`src/rtl/operand_sequencer.sv`:
```
// operand_sequencer
//   Front-end controller for the 4-bit adder / display mux. The user keys
//   opA, then opB, on four switches and advances with a single push button.
//   In SHOW the button then steps the display select through
//   sum -> carry -> opB -> opA. The carry of the displayed result is
//   latched into ovf for the status LED.
//
// Ports
//   clk      system clock, everything on the rising edge
//   rst      synchronous active-high reset
//   sw[3:0]  operand switches (async, quasi-static, deliberately unsynchronised)
//   btn      raw bouncy push button (async, active-high)
//   sum[4:0] adder result {carry, sum} computed outside from opA/opB
//   opA/opB  operands to the adder and mux
//   dsp_sel  display select: 00 sum, 01 carry, 10 opB, 11 opA
//   state    FSM state code for the LEDs
//   ovf      registered carry flag
module operand_sequencer #(
    parameter int DEBOUNCE_CYCLES = 16
) (
    input  logic       clk,
    input  logic       rst,
    input  logic [3:0] sw,
    input  logic       btn,
    input  logic [4:0] sum,
    output logic [3:0] opA,
    output logic [3:0] opB,
    output logic [1:0] dsp_sel,
    output logic [1:0] state,
    output logic       ovf
);

    localparam logic [1:0] LOAD_A = 2'b00;
    localparam logic [1:0] LOAD_B = 2'b01;
    localparam logic [1:0] SHOW   = 2'b10;

    localparam int CW = (DEBOUNCE_CYCLES > 2) ? $clog2(DEBOUNCE_CYCLES) : 1;
    localparam logic [CW-1:0] CNT_MAX = CW'(DEBOUNCE_CYCLES - 1);

    // ------------------------------------------------------------------
    // Button path: 2-flop synchroniser, counting debouncer, rising-edge
    // press pulse. The pulse is registered, so the FSM sees it two edges
    // after the stable level rises.
    // ------------------------------------------------------------------
    logic          sync1, sync2;
    logic          stable, stable_q;
    logic          press;
    logic [CW-1:0] cnt;

    always_ff @(posedge clk) begin
        if (rst) begin
            sync1    <= 1'b0;
            sync2    <= 1'b0;
            stable   <= 1'b0;
            stable_q <= 1'b0;
            press    <= 1'b0;
            cnt      <= '0;
        end else begin
            sync1    <= btn;
            sync2    <= sync1;
            stable_q <= stable;
            press    <= stable & ~stable_q;
            if (sync2 == stable) begin
                cnt <= '0;
            end else if (cnt == CNT_MAX) begin
                // synchronised level disagreed for DEBOUNCE_CYCLES edges in a row
                stable <= ~stable;
                cnt    <= '0;
            end else begin
                cnt <= cnt + 1'b1;
            end
        end
    end

    // ------------------------------------------------------------------
    // Sequencer FSM. show_first marks the first edge spent in SHOW, which
    // is when the (by then frozen) operands' carry is captured.
    // ------------------------------------------------------------------
    logic show_first;

    always_ff @(posedge clk) begin
        if (rst) begin
            state      <= LOAD_A;
            opA        <= 4'd0;
            opB        <= 4'd0;
            dsp_sel    <= 2'b11;
            ovf        <= 1'b0;
            show_first <= 1'b0;
        end else begin
            case (state)
                LOAD_A: begin
                    opA     <= sw;
                    dsp_sel <= 2'b11;
                    if (press) begin
                        state   <= LOAD_B;
                        dsp_sel <= 2'b10;
                    end
                end
                LOAD_B: begin
                    opB     <= sw;
                    dsp_sel <= 2'b10;
                    if (press) begin
                        state      <= SHOW;
                        dsp_sel    <= 2'b00;
                        show_first <= 1'b1;
                    end
                end
                SHOW: begin
                    show_first <= 1'b0;
                    if (show_first) begin
                        ovf <= sum[4];
                    end
                    if (press) begin
                        if (dsp_sel == 2'b11) begin
                            state   <= LOAD_A;
                            dsp_sel <= 2'b11;
                            ovf     <= 1'b0;
                            opB     <= 4'd0;
                        end else begin
                            dsp_sel <= dsp_sel + 2'b01;
                        end
                    end
                end
                default: begin
                    // illegal code 11: fall back to the reset picture
                    state      <= LOAD_A;
                    opA        <= 4'd0;
                    opB        <= 4'd0;
                    dsp_sel    <= 2'b11;
                    ovf        <= 1'b0;
                    show_first <= 1'b0;
                end
            endcase
        end
    end

endmodule
```
`config.mk`:
```
export PLATFORM = sky130hd
export DESIGN_NAME = operand_sequencer
export DESIGN_NICKNAME = d
export VERILOG_FILES = /design/src/rtl/operand_sequencer.sv
export SDC_FILE = /design/constraint.sdc
export NUM_CORES = 1
export LEC_CHECK = 0
export ABC_AREA = 1
export BUFFER_PORTS_ARGS = -buffer_cell sky130_fd_sc_hd__buf_2
export CORE_ASPECT_RATIO = 0.6
export CORE_MARGIN = 5
export CORE_UTILIZATION = 40
export CTS_CLUSTER_DIAMETER = 100
export DETAILED_ROUTE_END_ITERATION = 6
export PLACE_DENSITY = 0.63
export SLEW_MARGIN = 40
export SYNTH_ARGS = -nofsm -noshare
export SYNTH_HDL_FRONTEND = slang
export SYNTH_SLANG_ARGS = --single-unit
export TNS_END_PERCENT = 20
```
`constraint.sdc`:
```
create_clock -name clk -period 1.2 [get_ports clk]
set_input_delay 0.06 -clock clk [delete_from_list [all_inputs] [get_ports clk]]
set_output_delay 0.06 -clock clk [all_outputs]
set_load 0.03 [all_outputs]
```
Word-level counts from Yosys, hierarchy flattened
Cells that the tools add are included.

operators by class
  mux-type cells = 20
  reductions and logical operators = 8
  bitwise operators = 5
  equality and inequality tests = 9
  add/sub/neg operators = 2

operators with widths
  cell                                                                   count
  2-bit 2-to-1 mux                                                       7
  2-bit one-hot mux with 3 select lines                                  2
  4-bit one-hot mux with 3 select lines                                  1
  4-bit 2-to-1 mux                                                       2
  2-bit inequality test, second input constant                           4
  4-bit one-hot mux with 2 select lines                                  1
  1-bit 2-to-1 mux                                                       5
  4-bit by 1-bit adder with 4-bit output, second input constant          1
  2-bit equality test, second input constant                             2
  4-bit equality test, second input constant                             1
  1-bit NOT                                                              4
  1-bit one-hot mux with 2 select lines                                  2
  2-bit AND reduction                                                    2
  4-bit AND reduction                                                    1
  2-bit OR reduction                                                     2
  3-bit AND reduction                                                    1
  3-bit OR reduction                                                     1
  2-bit by 1-bit adder with 2-bit output, second input constant          1
  2-bit by 1-bit equality test with 1-bit output, second input constant  1
  2-bit logical NOT                                                      1
  1-bit AND                                                              1
  1-bit equality test                                                    1

storage, ports and cells
  word-level logic and storage cells = 56
  input port bits = 12
  flip-flop bits (word level) = 23

Depth between registers and ports, before layout
Gate-level depths: netlist of run 1.

  depth after elaboration = 4
  gate-level depth with buffers = 8
  mapped depth without buffers = 8

Least setup slack after synthesis of run 1
Ideal clock, no wire load.

  kind = register -> register
  start = register state[0]
  end = register state[0]
  data required time = 1.084 ns
  slack = -0.318 ns
  cell stages (with the launch flop) = 8
  setup time = 0.116 ns
  arrival time = 1.402 ns
  cell sequence = dfxtp_1 inv_1 ha_1 buf_6 o21ai_2 nand3_1 nand2_1 nor2_1

on the way
  longest elaborated chain between the ends = 3
  elaborated cells on any way between the ends = 9

RTL lines
  element                                                                       RTL line  RTL
  from (decl)                                                                   29        output logic [1:0] state,
  from (signal assigned)                                                        83        state <= LOAD_A;
  from (signal assigned)                                                        95        state <= LOAD_B;
  from (signal assigned)                                                        103       state <= SHOW;
  2-bit by 1-bit equality test with 1-bit output, or another cell as far along  90        case (state)
  2-bit inequality test (no source line)                                        --
  4-bit AND reduction (no source line)                                          --

Several ways; a longest one is shown, not always the timed one.
A chain may end at the register's enable or synchronous reset.

Worst setup path after layout of run 1
  start = register state[1]
  end = register show_first

on the way
  longest elaborated chain between the ends = 3
  elaborated cells on any way between the ends = 6

RTL lines
  element                                                                                     RTL line  RTL
  2-bit by 1-bit equality test with 1-bit output / 2-bit logical NOT (equally long branches)  90
  2-bit inequality test (no source line) / 1-bit NOT (equally long branches)                  --
  2-bit AND reduction (no source line)                                                        --
  to (signal assigned)                                                                        88        show_first <= 1'b0;
  to (signal assigned)                                                                        105       show_first <= 1'b1;
  to (signal assigned)                                                                        109       show_first <= 1'b0;
  to (decl)                                                                                   79        logic show_first;

Several ways; a longest one is shown, not always the timed one.

==> results of run 1 <==
==> cell type report <==
cell class,instances,area [µm²]
Fill cell,255,1190
Multi-Input combinational cell,95,568
Sequential cell,23,468
Timing Repair Buffer,25,153
Inverter,26,108
Clock buffer,3,41.3
Tap cell,32,40.0
Clock inverter,1,5.00
==> worst register-to-register path, delay by kind of cell, from the launching register on <==
kind            cells  cell delay (ns)
compound gates      1             0.11
flops               1             0.38
fa+ha+maj           1             0.20
buf+inv             3             0.33
simple gates        1             0.05
==> cells by family after synthesis <==
| family | synth area share [%] |
|---|---|
| flip-flops | 41.4 |
| XOR/XNOR | 2.37 |
| adder cells (fa/ha/maj) | 9.01 |
| buffers and inverters | 12.3 |
| AO/OA/AOI/OAI | 7.09 |
| AND/OR/NAND/NOR | 27.8 |
==> report_power, final <==
part           switching, mW  total [mW]  leakage (nW)  internal [mW]
sequential             0.116        1.04         0.189          0.923
clock                  0.245       0.476        0.0255          0.232
combinational          0.906        1.45         0.464          0.544
total                   1.27        2.97         0.678           1.70
==> state kept, by name (all words and copies together), names as in the netlist <==
register and flops:
dsp_sel 2, opA 4, sync2 1, stable_q 1, state 2, ovf 1, stable 1, sync1 1
cnt 4, press 1, opB 4, show_first 1
==> layout by cell type, fill, tap and decap left out, types with 2 or more instances in the layout <==
cell type,instances
nand2_1,28
dfxtp_4,2
clkbuf_8,3
nand2_2,2
nor2_1,20
xor2_1,2
nand3_1,14
inv_2,2
o21ai_0,2
ha_1,5
dfxtp_1,21
inv_4,2
ha_4,3
inv_1,21
nand2_4,2
buf_2,20
buf_4,3
o21ai_1,2
a21oi_1,9
==> what timing repair did <==
| action | CTS | global route |
|---|---|---|
| gates cloned | 0 | 0 |
| setup buffers | 0 | 3 |
| hold endpoints to repair | 1 | 0 |
| endpoints found under the setup margin | 1 | 7 |
| hold buffers | 1 | 0 |
| gates resized for setup | 1 | 4 |
| pin swaps | 0 | 1 |
==> routing by layer <==
layer  routed length [µm]  up-vias  GRT usage [%]
met5                    0        -              0
met3                  144        2           4.39
met2                 1070       26           19.0
met1                 1020      412           14.0
met4                   11        0           5.06
li1                     -      500              -
==> metrics by stage <==
step	std cells	area [µm²]	setup TNS, ns	hold slack [ns]
after floorplan	147	1150	0	0.167
after global placement	197	1260	-0.000529	0.264
after detailed placement	197	1260	-0.0151	0.270
after CTS	202	1320	0	0.0658
after global routing	205	1380	-0.117	0.0809
final	205	1380	0	0.0733
==> final timing paths <==
| kind | end | slack [ns] | cells past startpoint |
|---|---|---|---|
| hold reg to reg | press | 0.39 | 1 |
| setup / recovery | show_first | 0.03 | 6 |
| setup reg to reg | show_first | 0.03 | 6 |
| hold / removal | sync1 | 0.07 | 2 |
==> results_dict.tcl, run 1 <==
set metrics [dict create \
    status "completed" \
    period_share_pct 97.6 \
    synth_top_area_share_pct 41.4 \
    cpMaxStageDelayCell "dfxtp_4" \
    grt_start_max_net_pins 14 \
    yosysWarnings 0 \
    reg2reg_from "state[1]" \
    placeableCoreArea_mm2 0.00257 \
    dr.pass1.iters 5 \
    diodes 0 \
    path_class "flip-flop to flip-flop" \
    synthTopCellsByCount "nand2_1, dfxtp_1, inv_1, nor2_1, nand3_1" \
    fin_skew_ns 0.00500 \
    drt-initial-drc-count 36 \
    cts_tree "done" \
    critPathTopFamily "flip-flops" \
    clk_latency_ns 0.26 \
    start_util_pct 43.1 \
    synth_cell_types 20 \
    grt_pass1_vias 846 \
    place_congestion 0.746 \
    ios 25 \
    yosysTopAreaCell "dfxtp_1" \
    drive_gt1_share_pct 26.6 \
    timing.final.crit_period_ns 1.17 \
    routed_wl_um 2250 \
    synth_edf_count 0 \
    netlist_area_mm2 0.00111 \
    final_util_pct 53.7 \
    synth_ff_type "dfxtp_1" \
    cp_slowest_stage_delay_ns 0.38 \
    fp.dieW_um 78.0 \
    ctsLongestPathBuffers 2 \
    setup_viol 0 \
    detail-route-antenna-nets 0 \
    critPathBufInv 3 \
    cp.required_ns 1.37 \
    critical_path_arrival_ns 1.34 \
    synthTopCellsByArea "dfxtp_1, nand2_1, ha_1" \
    num_rows 14 \
    overflow 0 \
    area_growth_pct 24.4 \
    relSlewSlack_pct 86.1 \
    power.density_mw_per_mm2 2140 \
    finalMaxSlewViolations 0 \
    yosysMostFrequentCell "nand2_1" \
    clk_transition_reported_paths_ns 0.08 \
    wl_per_cell_um 11.0 \
    cts_made_buffers 3 \
    cp-startpoint "state[1]" \
    worst_setup_path_end_kind "flip-flop" \
    vias 940 \
    hold_violations 0 \
    p_leak_nw 0.678 \
    dp_hpwl_um 1620 \
    die_height_um 50.8 \
    maxCapViolations 0 \
    synth_seq_area_share_pct 41.4 \
    power_mw 2.97 \
    ir_drop_mv 1.07 \
    setup_slack_ns 0.0292 \
    final_nets 194 \
    fmax_mhz 854 \
    hp-start "rst" \
    tightest_slew_ns 0.207 \
    viasPerCell 4.59 \
    worstPathCellList "inv_4 -> ha_4 -> clkinv_4 -> buf_4 -> a21oi_2 -> nor2_1" \
    synth_nets 167 \
    grtUsageTotal_pct 11.7 \
    antenna_found_initial 0 \
    root_buffer "clkbuf_8" \
    rsz0062_at_grt "true" \
    clock_sinks 23 \
    yosys_register_bits 23 \
    worstHoldPathType "input port to flip-flop" \
    syn-instance-count 147 \
    die-area_mm2 0.00397 \
    drc 0 \
    portBuffers 20 \
    start_kind "flip-flop" \
    pre_cts_ws_ns -0.0151 \
    cp_max_fo 6 \
    h-tree-depth 1 \
    grt_first_pass_wirelength_um 3690 \
    synth_area_per_cell_um2 7.56 \
    async_flop_share_pct 0 \
]
No activity file was read; power rests on OpenSTA's default activity.
==> inputs of run 2 (changes only) <==
--- a/config.mk
+++ b/config.mk
@@ -12,7 +12,7 @@
 export CORE_UTILIZATION = 40
 export CTS_CLUSTER_DIAMETER = 100
 export DETAILED_ROUTE_END_ITERATION = 6
-export PLACE_DENSITY = 0.63
+export PLACE_DENSITY = 0.73
 export SLEW_MARGIN = 40
 export SYNTH_ARGS = -nofsm -noshare
 export SYNTH_HDL_FRONTEND = slang
==> results_dict.tcl, run 2 (synthesis gave the netlist of run 1 again) <==
set metrics [dict create \
    clk_latency_ns 0.27 \
    ir_drop_mv 0.964 \
    period_share_pct 98.2 \
    cp-startpoint "state[0]" \
    vias 969 \
    seqPwrFrac_pct 34.8 \
    grt_start_max_net_pins 15 \
    final_common_cell "nand2_1" \
    grt_pass1_vias 894 \
    area_growth_pct 25.3 \
    maxCapViolations 0 \
    clockPowerShare_pct 16.6 \
    biggestRegsByFlops "cnt (4), opA (4), opB (4)" \
    path_class "flip-flop to flip-flop" \
    start_util_pct 43.1 \
    cp_slowest_stage_delay_ns 0.39 \
    portBuffers 20 \
    final_nets 197 \
    overflow 0 \
    critPathBufInv 3 \
    wl_per_cell_um 11.3 \
    power_mw 3.03 \
    cp.required_ns 1.41 \
    routed_wl_um 2350 \
    die_height_um 50.8 \
    drive_gt1_share_pct 27.3 \
    setup_viol 0 \
    h-tree-depth 1 \
    worstPathCellList "inv_6 -> ha_4 -> clkinv_4 -> buf_4 -> nand3_1 -> nand2_1 -> nor2_1" \
    dr.pass1.iters 4 \
    switching_share_pct 43.2 \
    diodes 0 \
    timing.final.crit_period_ns 1.18 \
    fmax_mhz 848 \
    hp-start "rst" \
    nFillCells 229 \
    ctsLongestPathBuffers 2 \
    tns_ns 0 \
    holdWs_ns 0.0629 \
    rsz0062_at_grt "true" \
    clk_transition_reported_paths_ns 0.09 \
    fin_skew_ns 0.00388 \
    root_buffer "clkbuf_8" \
    worstHoldPathType "input port to flip-flop" \
    power.density_mw_per_mm2 2170 \
    detail-route-antenna-nets 0 \
    tightest_slew_ns 0.215 \
    die-area_mm2 0.00397 \
    p_leak_nw 0.691 \
    viasPerCell 4.66 \
    cp_max_fo 6 \
    grt_first_pass_wirelength_um 3840 \
    layout_common_cells "nand2_1, inv_1, dfxtp_1" \
    critPathTopFamily "flip-flops" \
    antenna_found_initial 0 \
    cts_made_buffers 3 \
    placeableCoreArea_mm2 0.00257 \
    p_int_mw 1.72 \
    cts_tree "done" \
    critical_path_arrival_ns 1.39 \
    clock_sinks 23 \
    dp_hpwl_um 1710 \
    place_congestion 0.736 \
    fp.dieW_um 78.0 \
    switching_power_mw 1.31 \
    grtUsageTotal_pct 11.9 \
    drc 0 \
    reg2reg_from "state[0]" \
    drt-initial-drc-count 44 \
    start_kind "flip-flop" \
    final_util_pct 54.1 \
    worst_setup_path_end_kind "flip-flop" \
    comb_power_share_pct 48.6 \
    finalMaxSlewViolations 0 \
    num_rows 14 \
    hold_violations 0 \
    status "completed" \
    ios 25 \
    cpMaxStageDelayCell "dfxtp_4" \
    relSlewSlack_pct 85.7 \
]
run 2: cell types whose count changed in the layout (fill, tap and decap cells not counted):
cell and change:
a21oi_1 +1, a21oi_2 -1, buf_12 -1, buf_4 +4, clkinv_2 -1, inv_6 +1
run 2: worst register-to-register path: stages, from the launching register on:
cell and delay (ns):
dfxtp_4 0.39, inv_6 0.09, ha_4 0.18, clkinv_4 0.09, buf_4 0.14, nand3_1 0.07, nand2_1 0.06, nor2_1 0.10
run 2: power groups by stage:
stage | logic (mW) | clock network [mW] | registers [mW]
2_1_floorplan | 0.729 | 0 | 1.35
3_3_place_gp | 1.30 | 0 | 1.05
3_5_place_dp | 1.33 | 0 | 1.06
4_1_cts | 1.34 | 0.526 | 1.04
5_1_grt | 1.61 | 0.558 | 1.09
6_report | 1.47 | 0.503 | 1.05
run 2: what timing repair did:
action | in CTS | in global routing
buffers inserted | 0 | 5
resized for setup | 1 | 4
hold endpoints to repair | 1 | 0
pin swaps | 0 | 1
setup endpoints to repair | 2 | 8
hold buffers | 1 | 0
run 2: metal layers:
layer / up-vias / global-route usage [%] / part of all wire [%]
li1: 509 / - / -
met1: 440 / 15.3 / 48
met2: 18 / 19.2 / 47
met3: 2 / 4.91 / 5.0
met4: 0 / 1.69 / 0.34
met5: - / 0 / 0
run 2: cell type report:
| type | count | area (µm²) | share of cell area (%) |
|---|---|---|---|
| clock buffers | 3 | 41.3 | 2.96 |
| clock inverters | 1 | 6.26 | 0.449 |
| inverters | 26 | 110 | 7.91 |
| multi-input cells | 95 | 564 | 40.5 |
| flip-flops and latches | 23 | 468 | 33.6 |
| well taps | 32 | 40.0 | 2.88 |
| repair buffers | 28 | 163 | 11.7 |
run 2: worst paths after layout:
kind,slack [ns],to,depth (start not counted)
hold / removal,0.06,sync1,2
setup reg to reg,0.02,opB[3],7
hold reg to reg,0.40,press,1
setup / recovery,0.02,opB[3],7
run 2: through the flow:
| stage | cell area (µm²) | setup WS [ns] | cells |
|---|---|---|---|
| after floorplan | 1150 | 0.00196 | 147 |
| after global placement | 1270 | 0.0115 | 198 |
| after detailed placement | 1270 | -0.0224 | 198 |
| after CTS | 1330 | 0.0315 | 203 |
| after global routing | 1390 | -0.0312 | 208 |
| final | 1390 | 0.0211 | 208 |
